===== config.mk =====
export PLATFORM = sky130hd
export DESIGN_NAME = mx_rr_n
export DESIGN_NICKNAME = d
export VERILOG_FILES = /design/src/rtl/mx_pkg.sv /design/src/rtl/rr_arbiter_n.sv /design/src/rtl/mx_rr_n.sv
export SDC_FILE = /design/constraint.sdc
export NUM_CORES = 1
export LEC_CHECK = 0
export CORE_AREA = 2 2 122 124
export CTS_CLUSTER_DIAMETER = 40
export DETAILED_ROUTE_END_ITERATION = 7
export DIE_AREA = 0 0 124 126
export GPL_TIMING_DRIVEN = 0
export PLACE_DENSITY_LB_ADDON = 0.15
export SKIP_LAST_GASP = 1
export SLEW_MARGIN = 20
export SYNTH_ARGS = -nofsm -noshare
export SYNTH_HDL_FRONTEND = slang
export SYNTH_HIERARCHICAL = 1
export SYNTH_SLANG_ARGS = --single-unit

===== constraint.sdc =====
create_clock -name clk -period 7.3 [get_ports clk]
set_input_delay 0.73 -clock clk [delete_from_list [all_inputs] [get_ports clk]]
set_output_delay 0.73 -clock clk [all_outputs]
set_load 0.02 [all_outputs]

===== src/rtl/mx_pkg.sv =====
// rtl/mx_pkg.sv - shared constants for the round-robin/fixed-select output mux
//
// MX_WIDTH / MX_N : default data width and channel count
// MODE_RR         : mode value selecting round-robin arbitration
// MODE_FIX        : mode value selecting the channel given by sel
package mx_pkg;

  localparam int MX_WIDTH = 32;
  localparam int MX_N     = 8;

  localparam logic MODE_RR  = 1'b0;
  localparam logic MODE_FIX = 1'b1;

endpackage


===== src/rtl/rr_arbiter_n.sv =====
// rtl/rr_arbiter_n.sv - combinational round-robin arbiter, double-width masked priority
//
// req   [N]    : request per channel
// ptr   [SELW] : last granted channel; search starts at ptr+1 modulo N
// grant [N]    : one-hot grant, all zero when nothing requests
// gidx  [SELW] : encoded index of the granted channel (0 when none)
// any          : at least one request present
module rr_arbiter_n #(
  parameter int N    = 8,
  parameter int SELW = 3
) (
  input  logic [N-1:0]    req,
  input  logic [SELW-1:0] ptr,
  output logic [N-1:0]    grant,
  output logic [SELW-1:0] gidx,
  output logic            any
);

  localparam logic [2*N-1:0] ONE = {{(2*N-1){1'b0}}, 1'b1};

  logic [SELW:0]    start;
  logic [2*N-1:0]   dbl;
  logic [2*N-1:0]   keep;
  logic [2*N-1:0]   masked;
  logic [2*N-1:0]   first;

  // Two copies of req side by side: clearing bits [0..ptr] of the lower copy
  // leaves the wrapped-around candidates in the upper copy, so the lowest
  // surviving bit is the next requester after ptr, modulo N (not 2^SELW).
  assign start  = {1'b0, ptr} + {{SELW{1'b0}}, 1'b1};
  assign dbl    = {req, req};
  assign keep   = ~((ONE << start) - ONE);
  assign masked = dbl & keep;
  assign first  = masked & (~masked + ONE);

  assign grant = first[N-1:0] | first[2*N-1:N];
  assign any   = |req;

  always_comb begin
    gidx = '0;
    for (int i = 0; i < N; i++) begin
      if (grant[i]) gidx = SELW'(i);
    end
  end

endmodule


===== src/rtl/mx_rr_n.sv =====
// rtl/mx_rr_n.sv - N-channel registered mux with round-robin or fixed selection
//
// clk, reset_n         : clock (rising edge), asynchronous active-low reset
// mode, sel            : 0 = round-robin, 1 = take channel sel (sel >= N selects nothing)
// in_valid/in_data     : per-channel requests, channel i at in_data[i*WIDTH +: WIDTH]
// in_ready             : per-channel accept
// out_valid/out_data   : one-stage output register
// out_ch               : channel that produced out_data
// out_ready            : downstream accept
module mx_rr_n
  import mx_pkg::*;
#(
  parameter int WIDTH = MX_WIDTH,
  parameter int N     = MX_N,
  parameter int SELW  = 3
) (
  input  logic             clk,
  input  logic             reset_n,
  input  logic             mode,
  input  logic [SELW-1:0]  sel,
  input  logic [N-1:0]     in_valid,
  input  logic [N*WIDTH-1:0] in_data,
  output logic [N-1:0]     in_ready,
  output logic             out_valid,
  output logic [WIDTH-1:0] out_data,
  output logic [SELW-1:0]  out_ch,
  input  logic             out_ready
);

  logic [SELW-1:0]  rr_ptr;
  logic [N-1:0]     arb_grant;
  logic [SELW-1:0]  arb_gidx;
  logic             arb_any;

  logic [N-1:0]     grant;
  logic [SELW-1:0]  g_idx;
  logic             load;
  logic             xfer;
  logic [WIDTH-1:0] sel_data;

  rr_arbiter_n #(.N(N), .SELW(SELW)) u_arb (
    .req   (in_valid),
    .ptr   (rr_ptr),
    .grant (arb_grant),
    .gidx  (arb_gidx),
    .any   (arb_any)
  );

  always_comb begin
    grant = '0;
    g_idx = '0;
    if (mode == MODE_RR) begin
      grant = arb_grant;
      g_idx = arb_any ? arb_gidx : '0;
    end else if (int'(sel) < N) begin
      grant[sel] = in_valid[sel];
      g_idx      = sel;
    end
  end

  // Register is empty or being drained this cycle, so it can take a new word.
  assign load     = !out_valid || out_ready;
  assign in_ready = grant & {N{load}};
  assign xfer     = |in_ready;
  assign sel_data = in_data[int'(g_idx)*WIDTH +: WIDTH];

  always_ff @(posedge clk or negedge reset_n) begin
    if (!reset_n) begin
      out_valid <= 1'b0;
      out_data  <= '0;
      out_ch    <= '0;
      rr_ptr    <= SELW'(N-1);
    end else if (xfer) begin
      out_valid <= 1'b1;
      out_data  <= sel_data;
      out_ch    <= g_idx;
      if (mode == MODE_RR) rr_ptr <= g_idx;
    end else if (out_ready) begin
      out_valid <= 1'b0;
    end
  end

endmodule


==> flow_summary_export.csv <==
group,metric,value,unit
status,outcome,"completed",
floorplan,coreArea,0.0143,sq mm
logic_synthesis,synth_seq_cells,39,
logic_synthesis,yosysTopAreaCell,"dfrtp_1",
finish,fin_nets,1194,
route,antenna_left,0,
timing,worst_pin_slew,0.854,ns
pwr,internal-power,1410,uW
placement,dpl.hpwl,18.4,mm
clocking,cts-root-buf,"clkbuf_16",
timing,tns,0,ns
clocking,cts_hold_buf,0,
route,wl_per_cell,20.7,um
timing,relSlewSlack,43.1,%
route,routed_via_density,5.49,
clocking,cts_buffer_depth,2,
grt,grt-ovfl-total,0,
pwr,ir_drop,0.123,mV
clocking,clk_pin_slew,0.06,ns
worst_hold_path,min_path_type,"input pin to asynchronous set/reset pin",
clocking,numCtsBuffers,5,
route,num_vias,6073,
floorplan,die_h,126,um
grt,antenna_found_initial,0,
route,drc,0,
flow_run,max_cap_viol_count,0,
pwr,seq_power_share,14.4,%
finish,antenna_cells,0,
timing,finalHoldViolations,0,
grt,grt_start_max_net_pins,21,
logic_synthesis,seq_area_frac_synth,21.5,%
timing,fmax,215,MHz
pwr,power_density,347,mW/mm^2
pwr,p_clk_share,7.4,%
timing,fin_hold_ws,0.445,ns
clocking,tritoncts,"done",
logic_synthesis,synthTopCellsByArea,"dfrtp_1, a21oi_1, o31ai_4",
pwr,p_sw_share,49.6,%
grt,gr-usage-all-layers,28.5,%
route,wirelength,22.9,mm
floorplan,die-area,0.0156,sq mm
floorplan,initial_utilization,31.8,%
clocking,cts_sinks,39,
logic_synthesis,synth_top_cell_area_share,19.8,%
finish,drive_gt1_share,6.51,%
timing,period_needed,4.64,ns
clocking,postCtsSetupBuffers,0,
grt,grt_pass1_wl,33.9,mm
finish,final_cell_mix,"clkdlybuf4s50_1, nand2_1, a21oi_1",
timing,rsz0062_at_grt,"false",
logic_synthesis,synth_edf_count,0,
floorplan,ioPinCount,315,
floorplan,rows,44,
logic_synthesis,yosysWarningCount,6,
logic_synthesis,ys_types,47,
critical_path,path_max_fanout,10,
logic_synthesis,synth_ff_type,"dfrtp_1",
grt,grt_pass1_vias,6021,
logic_synthesis,syn-cell-area,0.00455,sq mm
timing,finClkSkew,0.00567,ns
finish,final_common_cell,"clkdlybuf4s50_1",
pwr,pwr-share-comb,78.2,%
floorplan,die_x,124,um
pwr,power.switching,1390,uW
timing,period_share,63.6,%
timing,setup_violations,0,
route,drt_iter0_drc,487,
critical_path,arrival,3.91,ns
critical_path,cp-start-kind,"input pin",
timing,slew_violations,0,
critical_path,end_kind,"output pin",
clocking,htree_levels,2,
placement,io_buffers,312,
route,drt_first_pass_iters,7,
logic_synthesis,synthArstFlopShare,100,%
clocking,cts_resized,0,
logic_synthesis,avgSynthCellArea,7.55,sq um
logic_synthesis,synth_fp_nets,874,
critical_path,critPathKind,"input pin to output pin",
clocking,insertion_delay,0.28,ns
placement,gp_congestion,0.912,
finish,syn2layout_area_growth,77.0,%
logic_synthesis,synth_cells,603,
critical_path,crit_required,6.57,ns
pwr,leakage,0.00324,uW
==> cell type report <==
| class | instances | area [sq um] |
|---|---|---|
| fillers | 1389 | 6260 |
| multi-input cells | 495 | 3240 |
| repair buffers | 313 | 3150 |
| flip-flops and latches | 39 | 980 |
| plain buffers | 58 | 293 |
| well taps | 184 | 230 |
| clock buffers | 6 | 129 |
| inverters | 11 | 41.3 |
==> path summary, 6_finish.rpt <==
path                             startpoint            to  slack (ns)  depth (start not counted)
worst max-delay path            in_valid[3]   in_ready[7]        2.66                         10
worst min-delay path                reset_n  out_data[30]        0.44                          1
worst max register to register    rr_ptr[2]  out_data[20]        3.55                         12
worst min register to register    rr_ptr[2]     rr_ptr[2]        0.48                          2
max in group asynchronous           reset_n     rr_ptr[1]        6.27                          2
min in group clk                  rr_ptr[2]     rr_ptr[2]        0.48                          2
==> kinds of logic (layout without fill, tap and decap cells) <==
| kind of cell | Yosys count | count (layout) | share of synthesized area [%] |
|---|---|---|---|
| multiplexers | 7 | 7 | 1.90 |
| AND/OR/NAND/NOR | 229 | 229 | 23.0 |
| AO/OA/AOI/OAI | 259 | 259 | 46.2 |
| buffers and inverters | 69 | 388 | 7.34 |
| flip-flops | 39 | 39 | 21.5 |
==> cell usage after synthesis, types with 5 or more instances <==
cell and instances:
nand2_1 147, a21oi_1 130, a22o_1 65, clkbuf_1 42
dfrtp_1 36, nand4_1 32, o31ai_4 29, nor2_1 16
inv_1 10, buf_2 9, o21ai_1 7, nor2b_1 6
a32o_1 5
==> power by group through the flow <==
stage	Combinational [uW]	Sequential (uW)	Clock, uW
final	2190	402	208
after global routing	2350	416	218
after CTS	2190	403	209
after detailed placement	2190	406	0
after global placement	2180	399	0
after floorplan	1320	521	0
==> stage by stage <==
step | total power, uW | cells | utilization (%) | cell area [sq um] | setup slack, ns
6_report | 2800 | 1106 | 56.3 | 8060 | 2.66
5_1_grt | 2980 | 1106 | 56.3 | 8060 | 2.42
4_1_cts | 2810 | 1106 | 56.3 | 8060 | 2.66
3_5_place_dp | 2590 | 1100 | 55.4 | 7930 | 2.69
3_3_place_gp | 2580 | 1099 | 55.2 | 7910 | 2.69
2_1_floorplan | 1840 | 603 | - | 4550 | 4.07
==> registers in the layout, indices dropped and copies added (netlist names) <==
name       flops
out_data      32
out_ch         3
rr_ptr         3
out_valid      1
==> worst max-delay path, cell delays in order <==
cell and delay, ns:
clkdlybuf4s50_1 0.55, nor4_1 0.46, and2_1 0.29, a22o_1 0.15, or3b_1 0.35, inv_1 0.06, a22oi_1 0.25, clkbuf_1 0.36
inv_2 0.09, clkdlybuf4s50_1 0.61
==> per-layer routing <==
metal / GRT usage (%) / vias to the layer above / routed length [um]
met5: 0 / - / 0
met4: 7.93 / 0 / 597
met3: 5.84 / 37 / 1800
met2: 49.4 / 303 / 11300
met1: 35.5 / 2852 / 9140
li1: - / 2881 / -
(Power assumes the default switching activity.)
